<file path="config.mk">
export PLATFORM = sky130hd
export DESIGN_NAME = turn_sequencer
export DESIGN_NICKNAME = d
export VERILOG_FILES = /design/src/rtl/turn_sequencer.sv
export SDC_FILE = /design/constraint.sdc
export NUM_CORES = 1
export LEC_CHECK = 0
export ABC_AREA = 1
export CAP_MARGIN = 15
export CORE_AREA = 4 4 160 162
export DETAILED_ROUTE_END_ITERATION = 8
export DIE_AREA = 0 0 164 166
export PLACE_DENSITY = 0.84
export SKIP_CTS_REPAIR_TIMING = 1
export SLEW_MARGIN = 25
export SYNTH_ARGS = -nofsm -noshare
export SYNTH_HDL_FRONTEND = slang
export SYNTH_SLANG_ARGS = --single-unit
</file>
<file path="constraint.sdc">
create_clock -name clk -period 2.6 [get_ports clk]
set_clock_uncertainty 0.2 [all_clocks]
set_input_delay 0.39 -clock clk [delete_from_list [all_inputs] [get_ports clk]]
set_output_delay 0.39 -clock clk [all_outputs]
set_load 0.1 [all_outputs]
</file>
<file path="src/rtl/turn_sequencer.sv">
// Turn controller for the 2048 board: move -> commit -> spawn -> win/lose check.
// Optional feature: define SPAWN_FOUR_EN to let rand_in[4] select a spawned 4 instead of 2.
module turn_sequencer #(
    parameter int TILE_W       = 12,
    parameter int WIN_VALUE    = 2048,
    parameter int MOVE_TIMEOUT = 64
) (
    input  logic                   clk,
    input  logic                   rst,
    input  logic [3:0]             btn_dir,
    input  logic [4:0]             rand_in,
    input  logic [15:0][TILE_W-1:0] board_in,
    input  logic                   move_ready,
    input  logic [15:0][TILE_W-1:0] moved_board,
    output logic                   move_en,
    output logic [3:0]             move_dir,
    output logic                   board_we,
    output logic                   spawn_we,
    output logic [3:0]             spawn_idx,
    output logic [TILE_W-1:0]      spawn_val,
    output logic                   busy,
    output logic                   win,
    output logic                   lose,
    output logic                   move_err
);

    localparam int CNT_W = $clog2(MOVE_TIMEOUT + 1);
    localparam logic [TILE_W-1:0] WIN_TILE = TILE_W'(WIN_VALUE);
    localparam logic [CNT_W-1:0]  CNT_LAST = CNT_W'(MOVE_TIMEOUT - 1);

    typedef enum logic [2:0] {
        S_IDLE,
        S_MOVE,
        S_COMPARE,
        S_SPAWN,
        S_CHECK,
        S_OVER
    } state_t;

    state_t            state;
    state_t            state_next;
    logic [CNT_W-1:0]  move_cnt;
    logic [3:0]        scan_ptr;
    logic [3:0]        scan_cnt;
    logic              armed;
    logic              dir_one_hot;
    logic              accept;
    logic              has_win;
    logic              has_zero;
    logic              has_pair;
    logic [TILE_W-1:0] spawn_tile;

`ifdef SPAWN_FOUR_EN
    assign spawn_tile = rand_in[4] ? TILE_W'(4) : TILE_W'(2);
`else
    logic unused_rand_four;
    assign unused_rand_four = rand_in[4];
    assign spawn_tile       = TILE_W'(2);
`endif

    assign dir_one_hot = (btn_dir != 4'd0) && ((btn_dir & (btn_dir - 4'd1)) == 4'd0);
    assign accept      = (state == S_IDLE) && armed && dir_one_hot;
    assign move_en     = (state == S_MOVE);
    assign busy        = (state == S_MOVE) || (state == S_COMPARE) ||
                         (state == S_SPAWN) || (state == S_CHECK);

    // Board scan for the end-of-turn check: win tile, free cell, mergeable neighbours.
    always_comb begin
        has_win  = 1'b0;
        has_zero = 1'b0;
        has_pair = 1'b0;
        for (int i = 0; i < 16; i++) begin
            if (board_in[i] >= WIN_TILE) has_win = 1'b1;
            if (board_in[i] == '0)       has_zero = 1'b1;
        end
        for (int r = 0; r < 4; r++) begin
            for (int c = 0; c < 3; c++) begin
                if (board_in[r*4+c] == board_in[r*4+c+1]) has_pair = 1'b1;
            end
        end
        for (int i = 0; i < 12; i++) begin
            if (board_in[i] == board_in[i+4]) has_pair = 1'b1;
        end
    end

    always_comb begin
        state_next = state;
        move_err   = 1'b0;
        board_we   = 1'b0;
        spawn_we   = 1'b0;
        spawn_idx  = 4'd0;
        spawn_val  = '0;
        case (state)
            S_IDLE: begin
                if (accept) state_next = S_MOVE;
            end
            S_MOVE: begin
                if (move_ready) begin
                    state_next = S_COMPARE;
                end else if (move_cnt == CNT_LAST) begin
                    move_err   = 1'b1;
                    state_next = S_IDLE;
                end
            end
            S_COMPARE: begin
                if (moved_board == board_in) begin
                    state_next = S_IDLE;
                end else begin
                    board_we   = 1'b1;
                    state_next = S_SPAWN;
                end
            end
            S_SPAWN: begin
                // A full board after a real move is impossible, but give up after one lap.
                if (board_in[scan_ptr] == '0) begin
                    spawn_we   = 1'b1;
                    spawn_idx  = scan_ptr;
                    spawn_val  = spawn_tile;
                    state_next = S_CHECK;
                end else if (scan_cnt == 4'd15) begin
                    state_next = S_CHECK;
                end
            end
            S_CHECK: begin
                if (has_win || (!has_zero && !has_pair)) state_next = S_OVER;
                else                                      state_next = S_IDLE;
            end
            S_OVER:  state_next = S_OVER;
            default: state_next = S_IDLE;
        endcase
    end

    always_ff @(posedge clk) begin
        if (rst) begin
            state    <= S_IDLE;
            armed    <= 1'b1;
            move_dir <= 4'd0;
            move_cnt <= '0;
            scan_ptr <= 4'd0;
            scan_cnt <= 4'd0;
            win      <= 1'b0;
            lose     <= 1'b0;
        end else begin
            state <= state_next;

            // A held button yields one turn; re-arm only once it is released.
            if (btn_dir == 4'd0) armed <= 1'b1;
            else if (accept)     armed <= 1'b0;

            if (accept) move_dir <= btn_dir;

            if (state == S_MOVE) move_cnt <= move_cnt + 1'b1;
            else                 move_cnt <= '0;

            if (state == S_COMPARE) begin
                scan_ptr <= rand_in[3:0];
                scan_cnt <= 4'd0;
            end else if (state == S_SPAWN) begin
                scan_ptr <= scan_ptr + 4'd1;
                scan_cnt <= scan_cnt + 4'd1;
            end

            if (state == S_CHECK) begin
                if (has_win)                    win  <= 1'b1;
                else if (!has_zero && !has_pair) lose <= 1'b1;
            end
        end
    end

endmodule

</file>
* Word-level counts from Yosys, hierarchy flattened
Cells that the tools add are included.
Widths: inputs -> output; s select.
** Word-level totals
- Bits in registers :: 25
- Output and inout port bits :: 27
** Cells by class
- Add/sub/neg operators :: 4
- $lt $le $gt $ge :: 17
- Eq/ne operators :: 35
- Multiplexer cells :: 79
- Bitwise logic cells :: 3
- Reductions and logical operators :: 38
** Operator list (count)
- $eq 12x12->1 :: 24
- $logic_not 12->1 :: 17
- $eq 192x192->1 :: 1
- $ge 12x12->1 const B :: 16
- $mux 1 :: 63
- $bmux 12 s4 :: 1
- $mux 3 :: 6
- $pmux 3 s6 :: 1
- $mux 4 :: 4
- $mux 12 :: 1
- $add 4x1->4 const B :: 2
- $logic_not 4->1 :: 2
- $add 7x1->7 const B :: 1
- $eq 7x6->1 const B :: 1
- $eq 3x2->1 const B :: 2
- $eq 3x3->1 const B :: 2
- $mux 2 :: 3
- $reduce_and 3->1 :: 2
- $reduce_or 2->1 :: 3
- $lt 4x5->1 const B :: 1
- $and 4x4->4 :: 1
- $eq 4x4->1 const B :: 1
- $logic_and 1x1->1 :: 4
- $logic_or 1x1->1 :: 4
- 11 further kinds :: 13

* Depth between registers and ports, before layout
Gate-level depths: netlist (run 1).
- Word-level depth :: 30
- Depth in mapped cells :: 16
- Depth with buffers taken out :: 16

* Worst setup path before layout (run 1)
No wires, ideal clock.
- Path kind :: register to output
- Start :: reg state[2]
- End :: out move_err
- Arrival :: 4103 ps
- Data required time :: 2010 ps
- Slack :: -2093 ps
- Cell stages (with the launch flop) :: 6
- Path through :: dfxtp_1 -> inv_1 -> nand2_1 -> nor2_1 -> inv_1 -> nor3_1
** Between the ends
- Cells in the longest elaborated chain, start to end :: 2
** Ends and longest elaborated chain
- start, declared :: RTL line 40 : state_t state;
- start signal, assigned :: RTL line 144 : state <= state_next;
- $eq 3x1->1
- net move_en :: RTL line 15 : output logic move_en,
- $mux 1 :: RTL line 93 : case (state)
- end, declared :: RTL line 24 : output logic move_err
The timed path passes the listed nets, and every way through them passes these cells.

* Worst setup path after layout (run 1)
- Start :: in board_in[146] (netlist bit)
- End :: out board_we
** Between the ends
- Cells in the longest elaborated chain, start to end :: 3
** Ends and longest elaborated chain
- start, declared :: RTL line 12 : input logic [15:0][TILE_W-1:0] board_in,
- $eq 192x192->1 :: RTL line 106 : if (moved_board == board_in) begin
- $mux 1 :: RTL line 106
- $mux 1 :: RTL line 93
- end, declared :: RTL line 17 : output logic board_we,
No other way between the ends.

==> results of run 1 <==
-- path summary, 6_finish.rpt --
path            startpoint       end  slack (ns)  cells past startpoint
min reg2reg           lose      lose        0.27                      2
min                   lose      lose        0.27                      2
max          board_in[146]  board_we       -0.26                     13
max reg2reg    scan_ptr[0]  state[0]        0.17                     14
-- cell type report --
type	instances	area, µm²	share of cell area (%)
antenna	2	5.00	0.0274
clock buffer	3	75.1	0.411
clock inverter	1	7.51	0.0411
inverter	239	908	4.97
multi-input combinational	1668	8560	46.8
sequential	25	505	2.77
tap	324	405	2.22
timing repair buffer	829	7810	42.7
-- logic make-up (layout without fill, tap and decap cells) --
family / Yosys count / in the layout
and+or+nand+nor: 1287 / 1287
buffers and inverters: 373 / 1072
xor gates and xnor gates: 301 / 301
AOI/OAI and AO/OA: 66 / 66
DFF: 25 / 25
adders and majority gates: 3 / 3
other: 1 / 13
-- Yosys cell counts, drive strengths merged --
library cell / instances
o221a: 1
a211oi: 1
nor2: 278
conb: 1
xnor2: 300
or2: 13
nand3: 80
ha: 3
inv: 237
dfxtp: 25
buf: 55
o221ai: 1
xor2: 1
o211ai: 8
nor4: 3
and3: 1
nand2: 853
a21oi: 25
clkinv: 2
a31oi: 2
o22ai: 1
nand4: 44
clkbuf: 79
o2111ai: 1
nor3b: 2
a22oi: 2
nor3: 13
o21ai: 23
o21bai: 1
-- sequential cells by signal, indices dropped and copies added (netlist names) --
name / flops
armed: 1
lose: 1
move_cnt: 7
move_dir: 4
scan_cnt: 4
scan_ptr: 4
state: 3
win: 1
-- worst max-delay path, delay by kind of cell --
family	cells	cell delay, ns
xor gates and xnor gates	1	0.15
and+or+nand+nor	8	0.91
buffers and inverters	4	0.83
-- power breakdown --
| group | leakage (nW) | total [mW] | switching [mW] | internal [mW] |
|---|---|---|---|---|
| Combinational | 9.55 | 3.94 | 2.10 | 1.84 |
| Clock | 0.0371 | 0.353 | 0.144 | 0.209 |
| Sequential | 0.204 | 0.485 | 0.0561 | 0.429 |
-- through the flow --
step / power (mW) / instances / utilization (%)
6_report: 4.78 / 3091 / 75.8
5_1_grt: 5.03 / 3090 / 75.8
4_1_cts: 4.54 / 3072 / 72.3
3_5_place_dp: 4.16 / 3068 / 71.9
3_3_place_gp: 4.10 / 3068 / 71.9
2_1_floorplan: 2.36 / 2066 / -
-- routing by layer --
layer / vias to the layer above / part of all wire [%] / wire length (µm) / global-route usage (%)
met3: 206 / 10 / 5970 / 6.78
met2: 973 / 47 / 27000 / 65.6
met1: 7143 / 38 / 21500 / 46.0
li1: 7515 / - / - / -
met4: 2 / 4.8 / 2730 / 15.6
met5: - / 0.024 / 14 / 0
==> results by stage, run 1 <==
Global routing:
- The number of antenna violations at the first check in global routing is 3.
- The global-route wire length before repair is 81600 µm.
- The via count of the first global-routing pass is 15200.
- The maximum number of pins on one net before global-route repair is 38.
- Global routing used 37.9% of the available tracks.
- The final global-route overflow total is 0.

Worst setup path:
- The longest individual stage delay on the worst path is 0.45 ns.
- Data on the critical path is required at its endpoint by 2.01 ns.
- The highest net fanout along the worst path is 2.
- STA classifies the critical path endpoint as a primary output.
- Data on the critical path arrives at its endpoint at 2.27 ns.
- The signal on the critical path passes through clkdlybuf4s50_1, buf_6, xnor2_1, nand2_1, nor2_4, nand2_2, nor2_1, nand2_1, nor2_2, nand3_4, nand2_2, inv_1, buf_12.
- The startpoint type of the worst setup path is a primary input.
- The slowest stage of the critical path belongs to the cell sky130_fd_sc_hd__clkdlybuf4s50_1.
- The critical path is of the in -> out type.

Detailed routing:
- In this run the remaining antenna-violating nets after routing total 0.
- The wire length per cell is 18.5 µm.
- The number of violations reported at the end of detailed-routing iteration 0 is 1503.
- Across all layers, the routed design uses 15800 vias.
- Using the TritonRoute via totals, the vias-per-cell ratio works out to 5.12.
- The number of remaining DRC errors is 0.
- Summed over all layers, the routed wires come to 57200 µm.
- The first detailed-routing pass ran for 6 iterations.

Logic synthesis:
- The synthesized netlist cell count is 2056.
- The Yosys warning count is 0.
- The portion of synthesized cell area occupied by the leading cell type is 31.4%.
- The mux contribution to synthesized area is 0%.
- In this run, synthesis produced a sequential element count of 25.
- The post-synthesis simple-gate area fraction is 50.2%.
- The count of unique library cells instantiated by Yosys is 38.
- The average cell area after synthesis is 4.96 µm².
- After Yosys synthesis, full adders, half adders and majority gates account for 0.368% of the synthesized area.
- The leading area contributor after synthesis is sky130_fd_sc_hd__nand2_1.
- The post-synthesis instance area is 10200 µm².
- The main combinational cell family by area after synthesis is simple AND/OR/NAND/NOR gates.
- The share of the Yosys chip area taken by registers is 4.91%.
- The post-synthesis compound-gate area fraction is 3.75%.
- Summing the areas of all xor and xnor instances in the mapped netlist gives 25.9% of the synthesized area.
- By area the synthesized netlist is led by sky130_fd_sc_hd__nand2_1, sky130_fd_sc_hd__xnor2_1, sky130_fd_sc_hd__nor2_1.

STA:
- The number of max-slew violations in the final report is 0.
- Setup repair after global routing could not meet its margin everywhere.
- The hold violation count in the final report is 0.
- For the finished layout, the period the worst path requires is 2.86 ns.
- The highest clock frequency the design can meet is 349 MHz.
- The post-route worst setup slack is -0.263 ns.
- The final hold slack is 0.273 ns.
- In the final timing run, aggregate negative setup slack is -1.70 ns.
- The worst path uses 110% of the clock period.
- The total setup violations reported at the end of the flow is 7.

Floorplanning:
- The core region area is 24100 µm².
- The floorplan step defined a die boundary enclosing 27200 µm².
- The horizontal extent of the die is 164 µm.
- The die height is 166 µm.
- The number of core rows is 57.
- The count of pins on the block boundary is 423.
- The initial utilization of the core area, before any placement, comes to 42.3%.

Clock network:
- The clock-pin slew reported for the worst setup and hold paths after clock tree synthesis is 0.07 ns.
- CTS built an H-tree with a depth of 1.
- The latest clock arrival within the worst-skew pair is 0.26 ns.
- The CTS tree is built.
- The number of sinks on the clock net is 25.
- The number of buffers created by CTS is 3.
- No sink is reached through more buffers than the 2 on the longest clock path.
- The root buffer cell is sky130_fd_sc_hd__clkbuf_16.

Run:
- The number of maximum-capacitance constraint violations is 0.

Final layout:
- From synthesis to final layout, the design area changed by 79.4%.
- In the layout the commonest cells are sky130_fd_sc_hd__nand2_1, sky130_fd_sc_hd__buf_4, sky130_fd_sc_hd__xnor2_1, sky130_fd_sc_hd__clkdlybuf4s50_1, sky130_fd_sc_hd__nor2_1.
- After filler insertion, the fill cell instance count of the layout stands at 1905.
- The most frequent standard cell in the layout excluding fill and tap cells is sky130_fd_sc_hd__nand2_1.
- Of the cells placed in the final design, the portion with a size suffix greater than 1 is 20.1%.
- The count of nets after finishing is 3165.
- The post-route cell area is 18300 µm².

Placement:
- The number of buffer cells added on primary ports is 410.
- The worst slack at placement is -0.633 ns.
- The placement-stage cell area is 17300 µm².
- The last weighted congestion value of the routability-driven placer is 1.03.
- The post-detailed-placement half-perimeter wirelength is 47600 µm.

Power:
- The peak supply drop is 0.000547 V.
- In this run the power density over the cells is 261 nW/µm².
- The static leakage is 9.79 nW.

Worst hold path:
- The classification of the worst-slack hold path is reg -> reg.

Status:
- The checks that failed: setup timing.
- The run finished, with violations left.
(Power assumes the default switching activity.)
==> run 2: changes to the inputs <==
Clock period 2.6 ns to 2.8 ns, I/O delays scaled along.
==> run 2 against run 1 <==
The run still ends with setup timing left. Combinational power decreased by 9.9%. Total power decreased by 9.7%. Hold slack got worse by 0.024 ns. Design area decreased by 0.26%. Global-route usage fell by 0.84 points. Cell count shrank 0.36%. Non-clock buffer count decreased by 14. Via count decreased by 0.23%. Die area unchanged. Critical endpoint is now spawn_idx[2].
==> results by stage, run 2 (synthesized netlist as in run 1, its figures left out) <==
Final layout:
- The relative area change from synthesis to final layout came to 78.9% (was 79.4%).
- The count of nets after finishing is 3151 (was 3165).
- The number of fill cells in the layout is 1881 (was 1905).
- The flip-flop count of the largest register after layout came to 7 (unchanged).
- The register name with the most flops is move_cnt (unchanged).
- The most frequent standard cell in the layout excluding fill and tap cells is sky130_fd_sc_hd__nand2_1 (unchanged).
- Most frequent cells in the layout: sky130_fd_sc_hd__nand2_1, sky130_fd_sc_hd__buf_4, sky130_fd_sc_hd__xnor2_1, sky130_fd_sc_hd__clkdlybuf4s50_1, sky130_fd_sc_hd__nor2_1 (unchanged).
- The post-route cell area is 18200 µm² (was 18300 µm²).
- The layout cell share with drive strength beyond 1 came to 20.2% (was 20.1%).
- The post-route non-filler standard cell count is 3080 (was 3091).

Worst setup path:
- The required time at the endpoint of the critical path is 2.18 ns (was 2.01 ns).
- The capturing element type of the critical path is a primary output (unchanged).
- The data arrival time of the critical path is 2.30 ns (was 2.27 ns).
- The highest net fanout along the worst path was 5 (was 2).
- The longest individual stage delay on the worst path came to 0.43 ns (was 0.45 ns).
- The slowest cell on the critical path is sky130_fd_sc_hd__clkdlybuf4s50_1 (unchanged).
- The kind of critical path is in -> out (unchanged).
- CP cell instances: clkdlybuf4s50_1, or2_2, nor2_4, a21oi_1, nand2_1, nand3_2, nand2_2, nand2_2, nand2_4, nand2_8, nor2_4, buf_12 (was clkdlybuf4s50_1, buf_6, xnor2_1, nand2_1, nor2_4, nand2_2, nor2_1, nand2_1, nor2_2, nand3_4, nand2_2, inv_1, buf_12).
- The startpoint type of the worst setup path was a primary input (unchanged).

Global routing:
- The number of antenna violations at the first check in global routing was 8 (was 3).
- The via count of the first global-routing pass is 15100 (was 15200).
- The overall routing resource usage is 37.1% (was 37.9%).
- The maximum number of pins on one net before global-route repair came to 33 (was 38).
- The final global-route overflow total is 0 (unchanged).
- The global-route wire length before repair came to 80100 µm (was 81600 µm).

Power:
- The static leakage is 9.92 nW (was 9.79 nW).
- The sum of internal, switching and leakage power is 4.32 mW (was 4.78 mW).
- The power density over the cells is 237 nW/µm² (was 261 nW/µm²).
- The peak supply drop is 0.000299 V (was 0.000547 V).

STA:
- The highest clock frequency the design can meet is 343 MHz.
- After layout, the minimum clock period comes to 2.92 ns.
- Unrepaired setup endpoints after global routing: yes (unchanged).
- The hold violation count in the final report came to 0 (unchanged).
- The final worst-path cycle share is 104%.
- The post-route worst setup slack came to -0.115 ns (was -0.263 ns).
- The transition time of the tightest slew-check pin is 0.758 ns.
- The number of max-slew violations in the final report was 0 (unchanged).
- The total setup violations reported at the end of the flow was 7 (unchanged).
- The final hold slack came to 0.249 ns (was 0.273 ns).
- The worst pin sits at a relative slew slack of 49.3%.

Floorplanning:
- The core region area is 24100 µm² (unchanged).
- The horizontal extent of the die is 164 µm (unchanged).
- The count of pins on the block boundary is 423 (unchanged).
- The die height is 166 µm (unchanged).
- The initial core utilization was 42.3% (unchanged).
- The die footprint is 27200 µm² (unchanged).
- The number of core rows came to 57 (unchanged).

Clock network:
- The latest clock arrival within the worst-skew pair is 0.26 ns (about the same).
- The root buffer cell is sky130_fd_sc_hd__clkbuf_16 (unchanged).
- The number of buffers created by CTS is 3 (unchanged).
- The H-tree level count is 1 (unchanged).
- The clock-pin slew reported for the worst setup and hold paths after clock tree synthesis is 0.06 ns (was 0.07 ns).
- The CTS tree is built (unchanged).
- The deepest clock path buffer count came to 2 (unchanged).
- The number of sinks on the clock net was 25 (unchanged).

Detailed routing:
- The number of violations reported at the end of detailed-routing iteration 0 was 1598 (was 1503).
- The number of remaining DRC errors is 0 (unchanged).
- The mean number of vias per cell is 5.13 (was 5.12).
- The number of iterations in the first detailed-routing pass is 8 (was 6).
- The wire length after detailed routing came to 55800 µm (was 57200 µm).
- The count of nets left with antenna violations after detail routing is 0 (unchanged).
- The routed via count came to 15800 (about the same).
- The wire length per cell is 18.1 µm (was 18.5 µm).

Placement:
- The placement-stage cell area is 17200 µm² (was 17300 µm²).
- The number of buffer cells added on primary ports is 410 (unchanged).
- The last weighted congestion value of the routability-driven placer is 1.03 (about the same).
- The worst slack at placement was -0.317 ns (was -0.633 ns).
- The post-detailed-placement half-perimeter wirelength was 46800 µm (was 47600 µm).
- The number of placed instances, taps included is 3054 (was 3068).

Status:
- Outcome: finished, violations left (unchanged).
- Violated checks: setup timing (unchanged).

Worst hold path:
- The classification of the worst-slack hold path is reg -> reg (unchanged).

Run:
- The number of maximum-capacitance constraint violations is 0 (unchanged).
==> run 2: stage by stage <==
| step | setup TNS, ns | util, % |
|---|---|---|
| detailed placement | -2.63 | 71.2 |
| finish | -0.686 | 75.6 |
| global route | -1.10 | 75.6 |
| floorplan | -0.332 | - |
| global placement | -2.65 | 71.2 |
| CTS | -2.16 | 71.6 |
==> run 2: path summary, 6_finish.rpt <==
kind / startpoint / end / slack (ns) / cells past startpoint
worst max-delay path: board_in[146] / spawn_idx[2] / -0.12 / 12
worst min-delay path: move_cnt[0] / move_cnt[0] / 0.25 / 1
worst max register to register: state[0] / state[0] / 0.37 / 9
worst min register to register: move_cnt[0] / move_cnt[0] / 0.25 / 1
==> run 2: where the power goes <==
part,total (mW),switching [mW],internal (mW)
clock network,0.320,0.125,0.195
registers,0.450,0.0513,0.398
logic,3.55,1.92,1.63
total,4.32,2.09,2.22
==> run 2: layer usage <==
metal | share of wire [%] | up-vias | track usage [%]
met4 | 5.6 | 6 | 17.6
li1 | - | 7502 | -
met2 | 47 | 1003 | 64.3
met3 | 11 | 226 | 6.63
met5 | 0.047 | - | 0
met1 | 36 | 7065 | 43.8
==> run 2: layout make-up <==
cell class	instances	area, µm²	area share, %
multi-input combinational	1668	8650	47.4
timing repair buffer	815	7670	42.1
inverter	239	911	5.00
sequential	25	505	2.77
tap	324	405	2.22
clock buffer	4	78.8	0.432
antenna	5	12.5	0.0686
==> run 2: critical path, delay by kind of cell <==
kind / cells / cell delay [ns]
compound gates: 1 / 0.08
buf+inv: 2 / 0.62
simple gates: 9 / 1.18
